===== src/rtl/aes_dec_loader.sv =====
// aes_dec_loader: collects a 16-byte key and 16-byte ciphertext from a byte stream for the AES-128 decrypt core.
// Define AES_LOADER_KEY_REUSE_EN to add a per-frame header byte whose bit0=0 reuses the held key.
module aes_dec_loader #(
    parameter int LATENCY = 10
) (
    input  logic         clk,
    input  logic         rst_n,
    input  logic [7:0]   in_data,
    input  logic         in_valid,
    output logic         in_ready,
    output logic [127:0] key_out,
    output logic [127:0] data_out,
    output logic         start,
    output logic         busy,
    output logic         done
);
    typedef enum logic [1:0] {HDR, KEY, DATA, WAIT} state_t;
`ifdef AES_LOADER_KEY_REUSE_EN
    localparam state_t FIRST = HDR;
    logic loaded_q, loaded_d;
`else
    localparam state_t FIRST = KEY;
`endif
    state_t state_q, state_d;
    logic [3:0] cnt_q, cnt_d;
    logic [7:0] wait_q, wait_d;
    logic [127:0] key_sh_q, key_sh_d, data_sh_q, data_sh_d;
    logic [127:0] key_q, key_d, data_q, data_d;
    logic ready_q, ready_d, start_q, start_d, busy_q, busy_d, done_q, done_d;
    logic xfer;

    always_comb begin
        xfer      = in_valid && ready_q;
        state_d   = state_q;
        cnt_d     = cnt_q;
        wait_d    = wait_q;
        key_sh_d  = key_sh_q;
        data_sh_d = data_sh_q;
        key_d     = key_q;
        data_d    = data_q;
        start_d   = 1'b0;
        done_d    = 1'b0;
`ifdef AES_LOADER_KEY_REUSE_EN
        loaded_d  = loaded_q;
`endif
        case (state_q)
`ifdef AES_LOADER_KEY_REUSE_EN
            HDR: if (xfer) state_d = (in_data[0] || !loaded_q) ? KEY : DATA;
`endif
            KEY: if (xfer) begin
                cnt_d    = cnt_q + 4'd1;
                key_sh_d = {key_sh_q[119:0], in_data};
                if (cnt_q == 4'd15) begin
                    key_d   = key_sh_d;
                    state_d = DATA;
`ifdef AES_LOADER_KEY_REUSE_EN
                    loaded_d = 1'b1;
`endif
                end
            end
            DATA: if (xfer) begin
                cnt_d     = cnt_q + 4'd1;
                data_sh_d = {data_sh_q[119:0], in_data};
                if (cnt_q == 4'd15) begin
                    data_d  = data_sh_d;
                    start_d = 1'b1;
                    wait_d  = 8'(LATENCY - 1);
                    state_d = WAIT;
                end
            end
            WAIT: if (wait_q == 8'd0) begin
                done_d  = 1'b1;
                state_d = FIRST;
            end else begin
                wait_d = wait_q - 8'd1;
            end
            default: state_d = FIRST;
        endcase
        // handshake and busy are registered from the next state so they never depend on in_valid
        ready_d = state_d != WAIT;
        busy_d  = state_d == WAIT;
    end

    always_ff @(posedge clk) begin
        if (!rst_n) begin
            state_q   <= FIRST;
            cnt_q     <= 4'd0;
            wait_q    <= 8'd0;
            key_sh_q  <= '0;
            data_sh_q <= '0;
            key_q     <= '0;
            data_q    <= '0;
            ready_q   <= 1'b0;
            start_q   <= 1'b0;
            busy_q    <= 1'b0;
            done_q    <= 1'b0;
`ifdef AES_LOADER_KEY_REUSE_EN
            loaded_q  <= 1'b0;
`endif
        end else begin
            state_q   <= state_d;
            cnt_q     <= cnt_d;
            wait_q    <= wait_d;
            key_sh_q  <= key_sh_d;
            data_sh_q <= data_sh_d;
            key_q     <= key_d;
            data_q    <= data_d;
            ready_q   <= ready_d;
            start_q   <= start_d;
            busy_q    <= busy_d;
            done_q    <= done_d;
`ifdef AES_LOADER_KEY_REUSE_EN
            loaded_q  <= loaded_d;
`endif
        end
    end

    assign in_ready = ready_q;
    assign key_out  = key_q;
    assign data_out = data_q;
    assign start    = start_q;
    assign busy     = busy_q;
    assign done     = done_q;
endmodule


===== config.mk =====
export PLATFORM = sky130hd
export DESIGN_NAME = aes_dec_loader
export DESIGN_NICKNAME = d
export VERILOG_FILES = /design/src/rtl/aes_dec_loader.sv
export SDC_FILE = /design/constraint.sdc
export NUM_CORES = 1
export LEC_CHECK = 0
export ABC_CLOCK_PERIOD_IN_PS = 2370
export BUFFER_PORTS_ARGS = -buffer_cell sky130_fd_sc_hd__buf_2
export CAP_MARGIN = 10
export CORE_MARGIN = 3
export CORE_UTILIZATION = 55
export CTS_BUF_LIST = sky130_fd_sc_hd__clkbuf_2
export DETAILED_ROUTE_END_ITERATION = 12
export PLACE_DENSITY = 0.82
export SLEW_MARGIN = 10
export SYNTH_ARGS = -nofsm -noshare
export SYNTH_HDL_FRONTEND = slang
export SYNTH_SLANG_ARGS = --single-unit

===== constraint.sdc =====
create_clock -name clk -period 2.37 [get_ports clk]
set_clock_uncertainty 0.05 [all_clocks]
set_input_delay 0.711 -clock clk [delete_from_list [all_inputs] [get_ports clk]]
set_output_delay 0.711 -clock clk [all_outputs]
set_load 0.005 [all_outputs]

==> results.sh, run 1 <==
export IMPL_clkTransAtPathRegs_ns=0.11
export IMPL_yosysUniqueCellTypes=37
export IMPL_synth_async_reset_ratio=0
export IMPL_antenna_left=0
export IMPL_drv_cap=0
export IMPL_root_buffer="clkbuf_2"
export IMPL_die_w_um=192
export IMPL_synth_xor_area_share=0.000918
export IMPL_grt_use_total=0.244
export IMPL_synthFlopType="dfxtp_1"
export IMPL_drc=0
export IMPL_ys_warnings_count=0
export IMPL_numPortBuffers=270
export IMPL_synth_top_family_by_area="simple AND/OR/NAND/NOR gates"
export IMPL_via_per_inst=5.14
export IMPL_worstMarginPinSlew_ns=0.606
export IMPL_cts_sinks=514
export IMPL_grt_pass1_vias=15100
export IMPL_setup_viol_count_final=0
export IMPL_netlist_instances=2263
export IMPL_area_growth_syn_to_layout_pct=16.9
export IMPL_critPathLaunch="key_out[59]"
export IMPL_critPathKind="reg2out"
export IMPL_p_sw_mw=3.80
export IMPL_maxClockFrequency_mhz=445
export IMPL_timing_hold_ws_ns=0.266
export IMPL_total_power_mw=15.1
export IMPL_synthAdderAreaFrac=0.00525
export IMPL_ys_ff_latch=514
export IMPL_synthMuxAreaShare=0.000525
export IMPL_wl_um=45800
export IMPL_final_hold_violation_count=0
export IMPL_die_y_um=192
export IMPL_cts_buffers=131
export IMPL_via_count=15800
export IMPL_end_kind="primary output"
export IMPL_path_max_fanout=2
export IMPL_start_util=0.563
export IMPL_hold_class="in2reg"
export IMPL_crit_family="flip-flops"
export IMPL_antenna_found_initial=1
export IMPL_overflow=0
export IMPL_arrival_ns=1.49
export IMPL_drive_gt1_frac=0.239
export IMPL_core_mm2=0.0339
export IMPL_worst_slack_ns=0.122
export IMPL_finalNonFillerCells=3077
export IMPL_sw_frac_of_total=0.252
export IMPL_worstReg2RegStart="state_q[0]"
export IMPL_wl_per_cell_um=14.9
export IMPL_syn_area_mm2=0.0191
export IMPL_ir_drop_mv=0.400
export IMPL_critPathBufInv=1
export IMPL_fp_row_count=67
export IMPL_clkLatencyLatePin_ns=1.01
export IMPL_dp_hpwl_um=29200
export IMPL_synth_simple_area_share=0.209
export IMPL_rsz0062_at_grt="yes"
export IMPL_p_seq_frac=0.576
export IMPL_comb_power_share=0.043
export IMPL_grt_first_pass_wirelength_um=73800
export IMPL_critical_path_required_ns=1.61
export IMPL_worstSetupStartpointType="flop"
export IMPL_cts_tree="done"
export IMPL_min_from="in_valid"
export IMPL_firstDrtPassIters=7
export IMPL_layout_nets=2563
export IMPL_dieArea_mm2=0.0370
export IMPL_leakage_nw=8.43
export IMPL_synth_compound_area_frac=0.205
export IMPL_relSlewSlack=0.591
export IMPL_syn_avg_cell_area_um2=8.43
export IMPL_fin_crit_sh=0.949
export IMPL_synth_nets=2282
export IMPL_first_iter_violations=1184
export IMPL_p_per_area_mw_per_mm2=676
export IMPL_critPathMaxStageDelay_ns=0.36
export IMPL_fillerInstances=2816
export IMPL_maxSlewViolCount=0
export IMPL_grt_max_degree=122
export IMPL_htree_levels=4
export IMPL_boundaryPins=271
export IMPL_min_period_ns=2.25
export IMPL_p_int_mw=11.3
export IMPL_final_common_cell="nand2_1"
export IMPL_outcome="finished clean"
export IMPL_crit_path_cell_trace="buf_2"
export IMPL_cts_path_max_buffers=3
export IMPL_clkPwrFrac=0.381
export IMPL_synth_edff_count=0
export IMPL_ys_seq_area_frac=0.539
export IMPL_final_cell_mix="nand2_1, a21boi_0, dfxtp_1, buf_2, clkbuf_2"
export IMPL_crit_slowest_cell="dfxtp_2"
export IMPL_dp_slack_ns=0.234
export IMPL_placedCellCount=2845
export IMPL_place_congestion=0.824
path summary, 6_finish.rpt:
path / end / slack (ns) / cells after the start
setup / recovery: key_out[59] / 0.12 / 1
hold / removal: cnt_q[2] / 0.27 / 4
setup reg to reg: wait_q[7] / 0.26 / 6
hold reg to reg: data_out[123] / 0.39 / 2
Yosys cell counts, drive strengths merged, types with 2 or more instances:
library cell    n  share of area
inv             7         0.0014
nor2            9         0.0019
xnor2           2        0.00092
and3            4         0.0013
and2            3        0.00098
buf            81          0.021
o211ai          2        0.00079
or4             3         0.0012
nor3            3        0.00079
nand2         994           0.20
dfxtp         514           0.54
ha              8         0.0052
o21ai           9         0.0024
nand4           3        0.00098
nand3           9         0.0024
or3             5         0.0016
clkbuf         87          0.017
a21boi        498           0.20
a21oi           7         0.0018
per-stage QoR:
step,util,area [um^2],setup TNS [ns]
2_1_floorplan,-,19100,0
3_3_place_gp,0.614,20800,0
3_5_place_dp,0.614,20800,0
4_1_cts,0.653,22100,0
5_1_grt,0.659,22300,-0.194
6_report,0.659,22300,0
final cells by class:
cell class	count	area, um^2	area share
multi-input combinational	1574	8100	0.363
inverter	7	26.3	0.00118
sequential	514	10400	0.468
clock buffer	185	926	0.0415
clock inverter	31	203	0.00908
timing repair buffer	316	2060	0.0921
tap	448	561	0.0251
antenna	2	5.00	0.000224
repair_timing:
action	4_1_cts	5_1_grt
endpoints found under the setup margin	43	87
hold buffers	9	0
setup buffers	2	3
endpoints found under the hold margin	34	0
resized for setup	45	89
routing by layer:
metal | GRT usage | vias up | part of all wire | routed length [um]
met2 | 0.386 | 417 | 0.47 | 21600
met3 | 0.0548 | 67 | 0.054 | 2470
met5 | 0 | - | 0 | 0
met4 | 0.113 | 0 | 0.030 | 1370
met1 | 0.318 | 7413 | 0.45 | 20400
li1 | - | 7928 | - | -
kinds of logic after synthesis:
kind of cell	count (synthesis)
xor gates and xnor gates	2
muxes	1
AOI/OAI and AO/OA	524
and+or+nand+nor	1039
DFF	514
adders and majority gates	8
buffers and inverters	175
power by group through the flow:
stage                     registers, mW  logic [mW]  clock network [mW]
final                              8.69       0.654                5.75
after global routing               8.70       0.713                6.43
after CTS                          8.69       0.648                5.94
after detailed placement           8.90       0.632                   0
after global placement             8.89       0.618                   0
after floorplan                    8.88       0.449                   0
state kept, by name, indices dropped and copies added (netlist names):
signal,count
done,1
start,1
state_q,2
busy,1
wait_q,8
key_sh_q,120
data_sh_q,120
in_ready,1
data_out,128
key_out,128
cnt_q,4
No activity file was read; power rests on OpenSTA's default activity.
==> run 2: changes to the inputs <==
--- a/config.mk
+++ b/config.mk
@@ -8,11 +8,13 @@
 export ABC_CLOCK_PERIOD_IN_PS = 2370
 export BUFFER_PORTS_ARGS = -buffer_cell sky130_fd_sc_hd__buf_2
 export CAP_MARGIN = 10
+export CORE_ASPECT_RATIO = 1.2
 export CORE_MARGIN = 3
 export CORE_UTILIZATION = 55
 export CTS_BUF_LIST = sky130_fd_sc_hd__clkbuf_2
 export DETAILED_ROUTE_END_ITERATION = 12
 export PLACE_DENSITY = 0.82
+export REMOVE_ABC_BUFFERS = 1
 export SLEW_MARGIN = 10
 export SYNTH_ARGS = -nofsm -noshare
 export SYNTH_HDL_FRONTEND = slang
==> run 2 against run 1 <==
  * Via count fell by 1.3%
  * Wire length fell by 7.3%
  * Worst hold slack got worse by 0.10 ns
  * Clock power fell by 8.0%
  * Register-to-register slack improved by 0.09 ns
  * Fmax rose by 0.74%
  * Largest power group unchanged
==> results.sh, run 2 (synthesis results as in run 1) <==
export IMPL_wl_um=42400
export IMPL_finalNonFillerCells=3086
export IMPL_r2r_slack_ns=0.35
export IMPL_clkLatencyLatePin_ns=0.95
export IMPL_setup_tns_final_ns=0
export IMPL_area_growth_syn_to_layout_pct=16.2
export IMPL_wl_per_cell_um=13.8
export IMPL_cts_path_max_buffers=3
export IMPL_total_power_mw=14.6
export IMPL_grt_use_total=0.222
export IMPL_leakage_nw=8.39
export IMPL_crit_family="flip-flops"
export IMPL_place_area_mm2=0.0210
export IMPL_clkTransAtPathRegs_ns=0.10
export IMPL_boundaryPins=271
export IMPL_via_per_inst=5.06
export IMPL_path_max_fanout=2
export IMPL_drive_gt1_frac=0.203
export IMPL_worstReg2RegStart="state_q[0]"
export IMPL_critPathKind="reg2out"
export IMPL_start_util=0.558
export IMPL_antenna_found_initial=2
export IMPL_critPathBufInv=1
export IMPL_antenna_left=0
export IMPL_min_from="rst_n"
export IMPL_worstMarginPinSlew_ns=0.737
export IMPL_cts_sinks=514
export IMPL_crit_path_cell_trace="buf_2"
export IMPL_maxSlewViolCount=0
export IMPL_p_per_area_mw_per_mm2=660
export IMPL_first_iter_violations=995
export IMPL_critical_path_required_ns=1.61
export IMPL_cts_tree="done"
export IMPL_grt_pass1_vias=14700
export IMPL_ff_latch_area_mm2=0.0103
export IMPL_fillerInstances=2872
export IMPL_dieArea_mm2=0.0370
export IMPL_maxClockFrequency_mhz=448
export IMPL_cts_buffers=117
export IMPL_htree_levels=3
export IMPL_critPathMaxStageDelay_ns=0.39
export IMPL_final_common_cell="nand2_1"
export IMPL_place_congestion=0.793
export IMPL_multi_input_area_mm2=0.00810
export IMPL_timing_hold_ws_ns=0.166
export IMPL_drc=0
export IMPL_fp_row_count=74
export IMPL_placedCellCount=2866
export IMPL_root_buffer="clkbuf_2"
export IMPL_relSlewSlack=0.502
export IMPL_arrival_ns=1.47
export IMPL_final_area_mm2=0.0222
export IMPL_die_w_um=176
export IMPL_ir_drop_mv=0.406
export IMPL_drv_cap=0
export IMPL_die_y_um=210
export IMPL_worstRegToRegCells=7
export IMPL_worstSetupStartpointType="flop"
export IMPL_final_hold_violation_count=0
export IMPL_fin_crit_sh=0.942
export IMPL_end_kind="primary output"
export IMPL_holdPathEnd="key_out[53]"
export IMPL_min_period_ns=2.23
export IMPL_final_util=0.649
export IMPL_final_cell_mix="nand2_1, a21boi_0, dfxtp_1, buf_2, clkbuf_2"
export IMPL_critPathLaunch="data_out[16]"
export IMPL_r2r_end="data_sh_q[111]"
export IMPL_dp_hpwl_um=27300
export IMPL_dp_slack_ns=0.244
export IMPL_crit_slowest_cell="dfxtp_1"
export IMPL_worst_slack_ns=0.138
export IMPL_grt_max_degree=122
export IMPL_grt_first_pass_wirelength_um=69400
export IMPL_numPortBuffers=270
export IMPL_layout_nets=2559
export IMPL_setup_viol_count_final=0
export IMPL_firstDrtPassIters=5
export IMPL_via_count=15600
export IMPL_overflow=0
export IMPL_outcome="finished clean"
export IMPL_hold_class="in2reg"
export IMPL_hold_depth=2
export IMPL_core_mm2=0.0342
run 2: per-layer routing:
metal | global-route usage | part of all wire
met1 | 0.270 | 0.42
met2 | 0.383 | 0.50
met3 | 0.0497 | 0.055
met4 | 0.0844 | 0.023
met5 | 0 | 0
run 2: area by class of cell:
| type | count | area share |
|---|---|---|
| Sequential cell | 514 | 0.466 |
| Tap cell | 456 | 0.0257 |
| Inverter | 7 | 0.00119 |
| Multi-Input combinational cell | 1574 | 0.365 |
| Clock buffer | 177 | 0.0400 |
| Timing Repair Buffer | 326 | 0.0958 |
| Clock inverter | 30 | 0.00643 |
| Antenna cell | 2 | 0.000226 |
run 2: worst max path at each step:
stage | end | slack [ns] | depth (start not counted)
after floorplan | in_ready | -6.01 | 4
after global placement | data_out[18] | 0.33 | 6
after detailed placement | data_out[10] | 0.24 | 6
after CTS | key_out[104] | 0.004 | 1
after global routing | data_out[37] | -0.004 | 1
final | data_out[16] | 0.14 | 1
run 2: power by group:
part           internal, mW  switching [mW]  total [mW]
Sequential             8.66          0.0317        8.69
Clock                  2.08            3.22        5.29
Combinational         0.228           0.416       0.644
run 2: what timing repair did:
action                     4_1_cts  5_1_grt
hold buffers                     8        0
setup endpoints to repair        6       18
setup buffers                    0        3
resized for setup                8       18
cloned                           0        0
hold endpoints to repair        32        0
pin swaps                        0        0
==> run 3: changes to the inputs <==
--- a/config.mk
+++ b/config.mk
@@ -14,6 +14,7 @@
 export CTS_BUF_LIST = sky130_fd_sc_hd__clkbuf_2
 export DETAILED_ROUTE_END_ITERATION = 12
 export PLACE_DENSITY = 0.82
+export RECOVER_POWER = 50
 export REMOVE_ABC_BUFFERS = 1
 export SLEW_MARGIN = 10
 export SYNTH_ARGS = -nofsm -noshare
==> run 3 against run 2 <==
  * Critical path depth is the same
  * Clock power is essentially flat
  * Largest power group unchanged
  * Non-clock buffer count is the same
  * Cell count is the same
  * Total power shrank 0.12%
  * Global-route usage is the same
==> results.sh, run 3 (synthesis results as in run 1) <==
export IMPL_dp_slack_ns=0.244
export IMPL_critical_path_required_ns=1.61
export IMPL_htree_levels=3
export IMPL_placedCellCount=2866
export IMPL_die_w_um=176
export IMPL_timing_hold_ws_ns=0.156
export IMPL_grt_pass1_vias=14700
export IMPL_p_seq_frac=0.595
export IMPL_wl_um=42500
export IMPL_end_kind="primary output"
export IMPL_grt_first_pass_wirelength_um=69400
export IMPL_firstDrtPassIters=6
export IMPL_wl_per_cell_um=13.8
export IMPL_relSlewSlack=0.406
export IMPL_critPathKind="reg2out"
export IMPL_layout_nets=2559
export IMPL_worstSetupStartpointType="flop"
export IMPL_drive_gt1_frac=0.201
export IMPL_clkLatencyLatePin_ns=0.95
export IMPL_clkTransAtPathRegs_ns=0.10
export IMPL_via_count=15700
export IMPL_final_hold_violation_count=0
export IMPL_p_sw_mw=3.66
export IMPL_grt_max_degree=122
export IMPL_maxClockFrequency_mhz=446
export IMPL_fp_row_count=74
export IMPL_area_growth_syn_to_layout_pct=15.4
export IMPL_dieArea_mm2=0.0370
export IMPL_critPathMaxStageDelay_ns=0.39
export IMPL_p_per_area_mw_per_mm2=663
export IMPL_worstMarginPinSlew_ns=0.891
export IMPL_via_per_inst=5.07
export IMPL_crit_slowest_cell="dfxtp_1"
export IMPL_cts_sinks=514
export IMPL_dp_hpwl_um=27300
export IMPL_grt_use_total=0.222
export IMPL_final_area_mm2=0.0220
export IMPL_fillerInstances=2897
export IMPL_place_area_mm2=0.0210
export IMPL_first_iter_violations=1027
export IMPL_antenna_left=0
export IMPL_finalNonFillerCells=3086
export IMPL_p_int_mw=11.0
export IMPL_antenna_found_initial=2
export IMPL_multi_input_area_mm2=0.00805
export IMPL_outcome="finished clean"
export IMPL_overflow=0
export IMPL_boundaryPins=271
export IMPL_hold_class="in2reg"
export IMPL_drv_cap=0
export IMPL_final_util=0.645
export IMPL_clkPwrFrac=0.362
export IMPL_cts_tree="done"
export IMPL_sw_frac_of_total=0.251
export IMPL_comb_power_share=0.043
export IMPL_critPathBufInv=1
export IMPL_setup_viol_count_final=0
export IMPL_die_y_um=210
export IMPL_cts_path_max_buffers=3
export IMPL_cts_buffers=117
export IMPL_min_period_ns=2.24
export IMPL_path_max_fanout=2
export IMPL_leakage_nw=8.35
export IMPL_start_util=0.558
export IMPL_ir_drop_mv=0.407
export IMPL_ff_latch_area_mm2=0.0103
export IMPL_drc=0
export IMPL_total_power_mw=14.6
export IMPL_crit_path_cell_trace="buf_2"
export IMPL_final_common_cell="nand2_1"
export IMPL_fin_crit_sh=0.946
export IMPL_maxSlewViolCount=0
export IMPL_crit_family="flip-flops"
export IMPL_worst_slack_ns=0.127
export IMPL_root_buffer="clkbuf_2"
export IMPL_final_cell_mix="nand2_1, a21boi_0, dfxtp_1, buf_2, clkbuf_2"
export IMPL_place_congestion=0.793
export IMPL_numPortBuffers=270
export IMPL_core_mm2=0.0342
export IMPL_setup_tns_final_ns=0
export IMPL_arrival_ns=1.48
==> run 3: cell count changes in the layout (fill, tap and decap cells not counted), moves of 3 or more <==
cell      previous run  this run
buf_12              25        18
buf_4               24        21
clkbuf_2           177       181
clkbuf_4             0         5
==> run 3: worst reg2reg max path, stage by stage (launching register included) <==
cell	delay, ns
dfxtp_1	0.43
ha_1	0.25
and3_4	0.23
buf_4	0.65
nand2_1	0.22
a21boi_0	0.24
==> run 3: timing repair <==
| item | 4_1_cts | 5_1_grt |
|---|---|---|
| gates resized for setup | 8 | 18 |
| hold buffers | 8 | 0 |
| endpoints found under the hold margin | 32 | 0 |
| endpoints found under the setup margin | 6 | 18 |
| buffers inserted | 0 | 3 |
==> run 3: worst paths after layout <==
check / from / to / slack, ns / cells past startpoint
worst max register to register: state_q[0] / key_sh_q[93] / 0.22 / 5
worst min-delay path: rst_n / key_out[53] / 0.16 / 2
worst max-delay path: data_out[5] / data_out[5] / 0.13 / 1
worst min register to register: data_sh_q[116] / data_out[124] / 0.40 / 2
==> run 3: power groups by stage <==
| stage | clock (mW) | combinational [mW] | sequential [mW] |
|---|---|---|---|
| 6_report | 5.30 | 0.624 | 8.69 |
| 5_1_grt | 5.99 | 0.677 | 8.70 |
| 4_1_cts | 5.49 | 0.638 | 8.69 |
| 3_3_place_gp | 0 | 0.613 | 8.89 |
| 3_5_place_dp | 0 | 0.626 | 8.89 |
| 2_1_floorplan | 0 | 0.324 | 8.88 |
==> run 3: layer usage <==
layer	routed length (um)	vias to the layer above	track usage	part of all wire
met5	0	-	0	0
met4	1010	0	0.0844	0.024
met3	2290	64	0.0497	0.054
met2	21300	401	0.383	0.50
met1	18000	7284	0.270	0.42
li1	-	7907	-	-
==> run 3: final cells by class <==
cell class	count	area share
clock inverter	30	0.00648
clock buffer	177	0.0402
sequential	514	0.469
tap	456	0.0259
multi-input combinational	1574	0.365
antenna	2	0.000227
inverter	7	0.00119
timing repair buffer	326	0.0918
